`src/rtl/mem_responder.sv`:
```
// mem_responder: memory-side responder for the multicycle CPU datapath.
// Serves one load/store request at a time from a word-organised, big-endian,
// byte-addressed array. It inserts WAIT_CYCLES wait states before each legal
// access and merges sub-word stores through an internal read-modify-write.
//
// Ports:
//   clk        clock, all state updates on the rising edge
//   reset      synchronous, active-high reset
//   req_valid  request present
//   req_ready  responder idle; a request is accepted when req_valid && req_ready
//   req_write  1 = store, 0 = load
//   req_size   00 word, 01 halfword, 10 byte, 11 illegal
//   req_addr   byte address
//   req_wdata  store data; sub-word data is right-justified
//   rsp_valid  one-cycle response pulse
//   rsp_rdata  load data, right-justified and zero-extended; 0 for stores and errors
//   rsp_err    qualifies rsp_valid: the request was rejected and the array is untouched
module mem_responder #(
    parameter int DEPTH_WORDS = 64,
    parameter int WAIT_CYCLES = 0
) (
    input  logic        clk,
    input  logic        reset,
    input  logic        req_valid,
    output logic        req_ready,
    input  logic        req_write,
    input  logic [1:0]  req_size,
    input  logic [31:0] req_addr,
    input  logic [31:0] req_wdata,
    output logic        rsp_valid,
    output logic [31:0] rsp_rdata,
    output logic        rsp_err
);
    localparam int          IDX_W      = (DEPTH_WORDS > 1) ? $clog2(DEPTH_WORDS) : 1;
    localparam logic [31:0] ADDR_LIMIT = 32'(4 * DEPTH_WORDS);
    // WAIT holds for exactly WAIT_CYCLES cycles, so the counter starts one short.
    localparam logic [3:0]  WAIT_LOAD  = (WAIT_CYCLES > 0) ? 4'(WAIT_CYCLES - 1) : 4'd0;
    localparam logic [1:0]  SZ_WORD    = 2'b00;
    localparam logic [1:0]  SZ_HALF    = 2'b01;
    localparam logic [1:0]  SZ_BYTE    = 2'b10;
    localparam logic [1:0]  SZ_BAD     = 2'b11;

    typedef enum logic [1:0] {IDLE, WAIT, RMW, RESP} state_t;

    // Big-endian lane map: byte lane 0 is bits [31:24]; halfword 0 is bits [31:16].
    function automatic logic [4:0] lane_shift(input logic [1:0] size, input logic [1:0] lane);
        case (size)
            SZ_BYTE: lane_shift = {~lane, 3'b000};
            SZ_HALF: lane_shift = lane[1] ? 5'd0 : 5'd16;
            default: lane_shift = 5'd0;
        endcase
    endfunction

    function automatic logic [31:0] lane_mask(input logic [1:0] size);
        case (size)
            SZ_BYTE: lane_mask = 32'h0000_00FF;
            SZ_HALF: lane_mask = 32'h0000_FFFF;
            default: lane_mask = 32'hFFFF_FFFF;
        endcase
    endfunction

    state_t              state_reg, state_next;
    logic [3:0]          cnt_reg, cnt_next;
    logic                err_reg, err_next;
    logic                write_reg;
    logic [1:0]          size_reg;
    logic [IDX_W+1:0]    addr_reg;
    logic [31:0]         wdata_reg;
    logic [31:0]         rd_word_reg;
    logic [31:0]         rdata_hold_reg;
    logic                err_hold_reg;
    logic [31:0]         mem [DEPTH_WORDS];

    logic                handshake, illegal, acc_fire, acc_write, mem_we, rd_en;
    logic [1:0]          acc_size;
    logic [31:0]         acc_wdata, mem_wdata, merged, rsp_fresh;
    logic [IDX_W-1:0]    acc_idx, mem_widx;
    logic [4:0]          sh;
    logic [31:0]         mask;

    assign handshake = (state_reg == IDLE) && req_valid;
    assign illegal   = (req_size == SZ_BAD)
                    || ((req_size == SZ_HALF) && req_addr[0])
                    || ((req_size == SZ_WORD) && (req_addr[1:0] != 2'b00))
                    || (req_addr >= ADDR_LIMIT);

    // With no wait states the access happens on the handshake edge itself, so
    // it must take its operands straight from the request inputs.
    assign acc_write = (state_reg == IDLE) ? req_write : write_reg;
    assign acc_size  = (state_reg == IDLE) ? req_size  : size_reg;
    assign acc_wdata = (state_reg == IDLE) ? req_wdata : wdata_reg;
    assign acc_idx   = (state_reg == IDLE) ? req_addr[IDX_W+1:2] : addr_reg[IDX_W+1:2];

    always_comb begin
        state_next = state_reg;
        cnt_next   = cnt_reg;
        err_next   = err_reg;
        acc_fire   = 1'b0;
        case (state_reg)
            IDLE: begin
                if (req_valid) begin
                    if (illegal) begin
                        err_next   = 1'b1;
                        state_next = RESP;
                    end else begin
                        err_next = 1'b0;
                        if (WAIT_CYCLES == 0) begin
                            acc_fire = 1'b1;
                        end else begin
                            cnt_next   = WAIT_LOAD;
                            state_next = WAIT;
                        end
                    end
                end
            end
            WAIT: begin
                if (cnt_reg == 4'd0) begin
                    acc_fire = 1'b1;
                end else begin
                    cnt_next = cnt_reg - 4'd1;
                end
            end
            RMW:     state_next = RESP;
            RESP:    state_next = IDLE;
            default: state_next = IDLE;
        endcase
        if (acc_fire) begin
            state_next = (acc_write && (acc_size != SZ_WORD)) ? RMW : RESP;
        end
    end

    // Lane selection always refers to the registered request (RMW and RESP).
    assign sh     = lane_shift(size_reg, addr_reg[1:0]);
    assign mask   = lane_mask(size_reg);
    assign merged = (rd_word_reg & ~(mask << sh)) | ((wdata_reg & mask) << sh);

    // Loads and sub-word stores read the array; word stores write it directly.
    assign rd_en     = acc_fire && !(acc_write && (acc_size == SZ_WORD));
    assign mem_we    = (acc_fire && acc_write && (acc_size == SZ_WORD)) || (state_reg == RMW);
    assign mem_widx  = (state_reg == RMW) ? addr_reg[IDX_W+1:2] : acc_idx;
    assign mem_wdata = (state_reg == RMW) ? merged : acc_wdata;

    // The array has no reset; gating on reset drops a write whose commit edge
    // coincides with reset.
    always_ff @(posedge clk) begin
        if (mem_we && !reset) begin
            mem[mem_widx] <= mem_wdata;
        end
        if (rd_en && !reset) begin
            rd_word_reg <= mem[acc_idx];
        end
    end

    always_ff @(posedge clk) begin
        if (reset) begin
            state_reg      <= IDLE;
            cnt_reg        <= 4'd0;
            err_reg        <= 1'b0;
            write_reg      <= 1'b0;
            size_reg       <= SZ_WORD;
            addr_reg       <= '0;
            wdata_reg      <= 32'd0;
            rdata_hold_reg <= 32'd0;
            err_hold_reg   <= 1'b0;
        end else begin
            state_reg <= state_next;
            cnt_reg   <= cnt_next;
            err_reg   <= err_next;
            if (handshake) begin
                write_reg <= req_write;
                size_reg  <= req_size;
                addr_reg  <= req_addr[IDX_W+1:0];
                wdata_reg <= req_wdata;
            end
            if (state_reg == RESP) begin
                rdata_hold_reg <= rsp_fresh;
                err_hold_reg   <= err_reg;
            end
        end
    end

    assign rsp_fresh = (err_reg || write_reg) ? 32'd0 : ((rd_word_reg >> sh) & mask);

    // Response fields show fresh values during RESP and keep them afterwards.
    assign req_ready = !reset && (state_reg == IDLE);
    assign rsp_valid = !reset && (state_reg == RESP);
    assign rsp_rdata = reset ? 32'd0 : ((state_reg == RESP) ? rsp_fresh : rdata_hold_reg);
    assign rsp_err   = !reset && ((state_reg == RESP) ? err_reg : err_hold_reg);
endmodule

```
`config.mk`:
```
export PLATFORM = sky130hd
export DESIGN_NAME = mem_responder
export DESIGN_NICKNAME = d
export VERILOG_FILES = /design/src/rtl/mem_responder.sv
export SDC_FILE = /design/constraint.sdc
export NUM_CORES = 2
export LEC_CHECK = 0
export CORE_MARGIN = 8
export CORE_UTILIZATION = 55
export DETAILED_ROUTE_END_ITERATION = 7
export PLACE_DENSITY = 0.71
export SYNTH_ARGS = -nofsm -noshare
export SYNTH_HDL_FRONTEND = slang
export SYNTH_SLANG_ARGS = --single-unit
```
`constraint.sdc`:
```
create_clock -name clk -period 7.2 [get_ports clk]
set_input_delay 1.08 -clock clk [delete_from_list [all_inputs] [get_ports clk]]
set_output_delay 1.08 -clock clk [all_outputs]
set_load 0.01 [all_outputs]
```
==> metrics.txt <==
power density cells 317 mW/mm^2; WL final roughly 250000 um; predominant post-synthesis flop cell edfxtp_1; largest net degree at the start of global routing 99; synth-to-layout area growth 13.9%; kind of critical path reg2out; vias per cell 6.97; synth warn 0; total CTS buffers 204; DRT Pass-1 Iters 7; GRT overflow 0; CTS Hold Bufs 0; initial drt markers around 7900; DRC errors left 0; Slew headroom 16.6%; total setup buffers inserted after CTS 0; reg2reg end mem[38][26]; top cells by area, synth edfxtp_1 74%, mux4_2 6.7%, mux2i_1 6.2%, a221oi_1 2.8%, dfxtp_1 2.0%; dpl hpwl 143000 um; Post-synth top cells 2080 x edfxtp_1, 524 x mux2i_1, 272 x a221oi_1, 251 x mux4_2, 196 x nand2_1; Post-Syn Nets 4479; status finished clean; CTS tree done; share of async-settable or async-resettable flops after synthesis 0%; LEAKAGE 0.0301 uW; count of unique library cells instantiated by Yosys 63; die area between 0.15 and 0.2 sq mm; Hold Path Class reg2reg; CP Capture Type primary output; FF-to-FF setup slack 2390 ps; period utilization 83.1%; f_max between 150 and 200 MHz; Arrival @ worst endpoint 4900 ps; Hold Fails Final Rpt 0; io pins about 110; Critical Path RT 6120 ps; number of flops mapped to enable cells by yosys around 2100; Mean Syn Cell Area 19.1 sq um; initial antenna violation count 9; post_cts resized 0; Seq. cell area 0.0641 sq mm; core area 0.152 sq mm; area of the multi-input gates 0.0194 sq mm; max-cap violation count 0; HP Start addr_reg[5]; via count 47900; worst slew pin tran 1250 ps; CTS root buf clkbuf_16; starting density of the core 55.3%; die width 407 um; Syn Std Cell Area 0.0839 sq mm; Die H between 400 and 500 um; post-route minimum period 5980 ps; Top reg by flops mem; count leader, synth edfxtp_1; layout net count 4739; register bit count reported by yosys ~2200; Clock Path Buffers 3; max reg flops 2048; global-route wire length before repair 347000 um; total track usage a little under 30%; Syn Inst Count 4405; # rows 143; worst hold stages 2; Clock Sinks 2163; leading area contributor after synthesis edfxtp_1; CP max FO 58; GP Congestion between 0.8 and 0.9; Setup Skew about 47 ps; final setup vio count 0; RSZ-0062 raised after global routing no; Worst-path clk slew around 60 ps; antenna-violating nets left 0; post-synthesis sequential area ratio 76.4%; fillers between 10000 and 15000; R2R Path Start state_reg[0]; max-slew violation count 0; crit start category flop; top-area cell type share of the netlist area 74.4%; worst skew pair latency approximately 860 ps; wire length per cell 36.3 um; vias in the first global route 45300; Reg2Reg Depth 8; Hold EP addr_reg[5]; dpl cells 6489; share of post-route cells with drive strength above 1 18.4%; Hold WS 469 ps; Non-Filler Instances between 6000 and 7000; maximum VDD drop 0.230 mV; Port Buffers approximately 100; Sum Neg Setup Slack 0 ps; H-Tree Depth 4
cell type report:
cell class	count	share of cell area [%]
Clock buffer	252	5.60
Antenna cell	6	0.0157
Sequential cell	2163	67.1
Clock inverter	129	1.25
Timing Repair Buffer	327	3.06
Inverter	18	0.0707
Tap cell	2030	2.66
Multi-Input combinational cell	1951	20.3
metal layers:
metal / up-vias / part of all wire (%) / track usage (%) / wire length [um]
met3: 635 / 15 / 7.90 / 36700
met4: 8 / 5.1 / 12.7 / 12700
li1: 19000 / - / - / -
met5: - / 0.070 / 1.34 / 176
met2: 3778 / 45 / 44.6 / 111000
met1: 24500 / 36 / 41.6 / 88900
per-stage QoR:
stage          total power [uW]  util, %  cell area (sq um)  worst slack, ps
2_1_floorplan             18100        -              83900             1010
3_3_place_gp              19800     58.7              89000             1780
3_5_place_dp              19900     58.7              89000             1760
4_1_cts                   30300     63.0              95600             1180
5_1_grt                   31000     63.0              95600              898
6_report                  30300     63.0              95600             1220
worst max path at each step:
stage,from,endpoint,slack [ps],cells past startpoint
after global routing,state_reg[0],rsp_rdata[19],900,7
after global placement,req_addr[2],rd_word_reg[20],1780,10
after detailed placement,req_addr[2],rd_word_reg[20],1760,10
final,state_reg[0],rsp_rdata[27],1220,7
after floorplan,req_addr[2],mem[15][0],1010,10
after CTS,state_reg[0],rsp_rdata[24],1180,7
placed cells by master, fill, tap and decap left out, types with 18 or more instances in the layout:
master	instances
a21oi_1	73
a22oi_1	107
clkbuf_16	206
nand3_1	19
o21ai_0	51
edfxtp_1	2080
o22ai_1	23
dfxtp_1	81
mux2i_1	523
nand2_1	194
a22o_1	31
clkinv_2	35
clkinv_1	46
bufinv_16	18
clkbuf_1	43
nor4_2	40
nand4_1	33
buf_4	207
clkdlybuf4s50_1	103
or4_1	58
a221oi_1	272
nor2_1	64
mux4_2	251
cells by family after synthesis:
logic type	after synthesis	synth area share (%)
AOI/OAI and AO/OA	663	5.92
xor gates and xnor gates	3	0.0313
adders and majority gates	4	0.0596
buffers and inverters	291	1.59
DFF	2163	76.4
muxes	777	13.0
and+or+nand+nor	504	2.98
report_power, final:
part / leakage, uW / switching, uW / internal, uW
sequential: 0.0195 / 175 / 14800
clock: 0.00318 / 4640 / 5940
combinational: 0.00742 / 3250 / 1490
total: 0.0301 / 8070 / 22200
worst max-delay path: stages, from the launching register on:
cell and delay [ps]:
dfxtp_4 990, nand2_1 950, nor3_1 380, buf_4 220, and2_1 550, a22oi_1 150, nor2_1 180, clkdlybuf4s50_1 570
No activity file was read; power rests on OpenSTA's default activity.
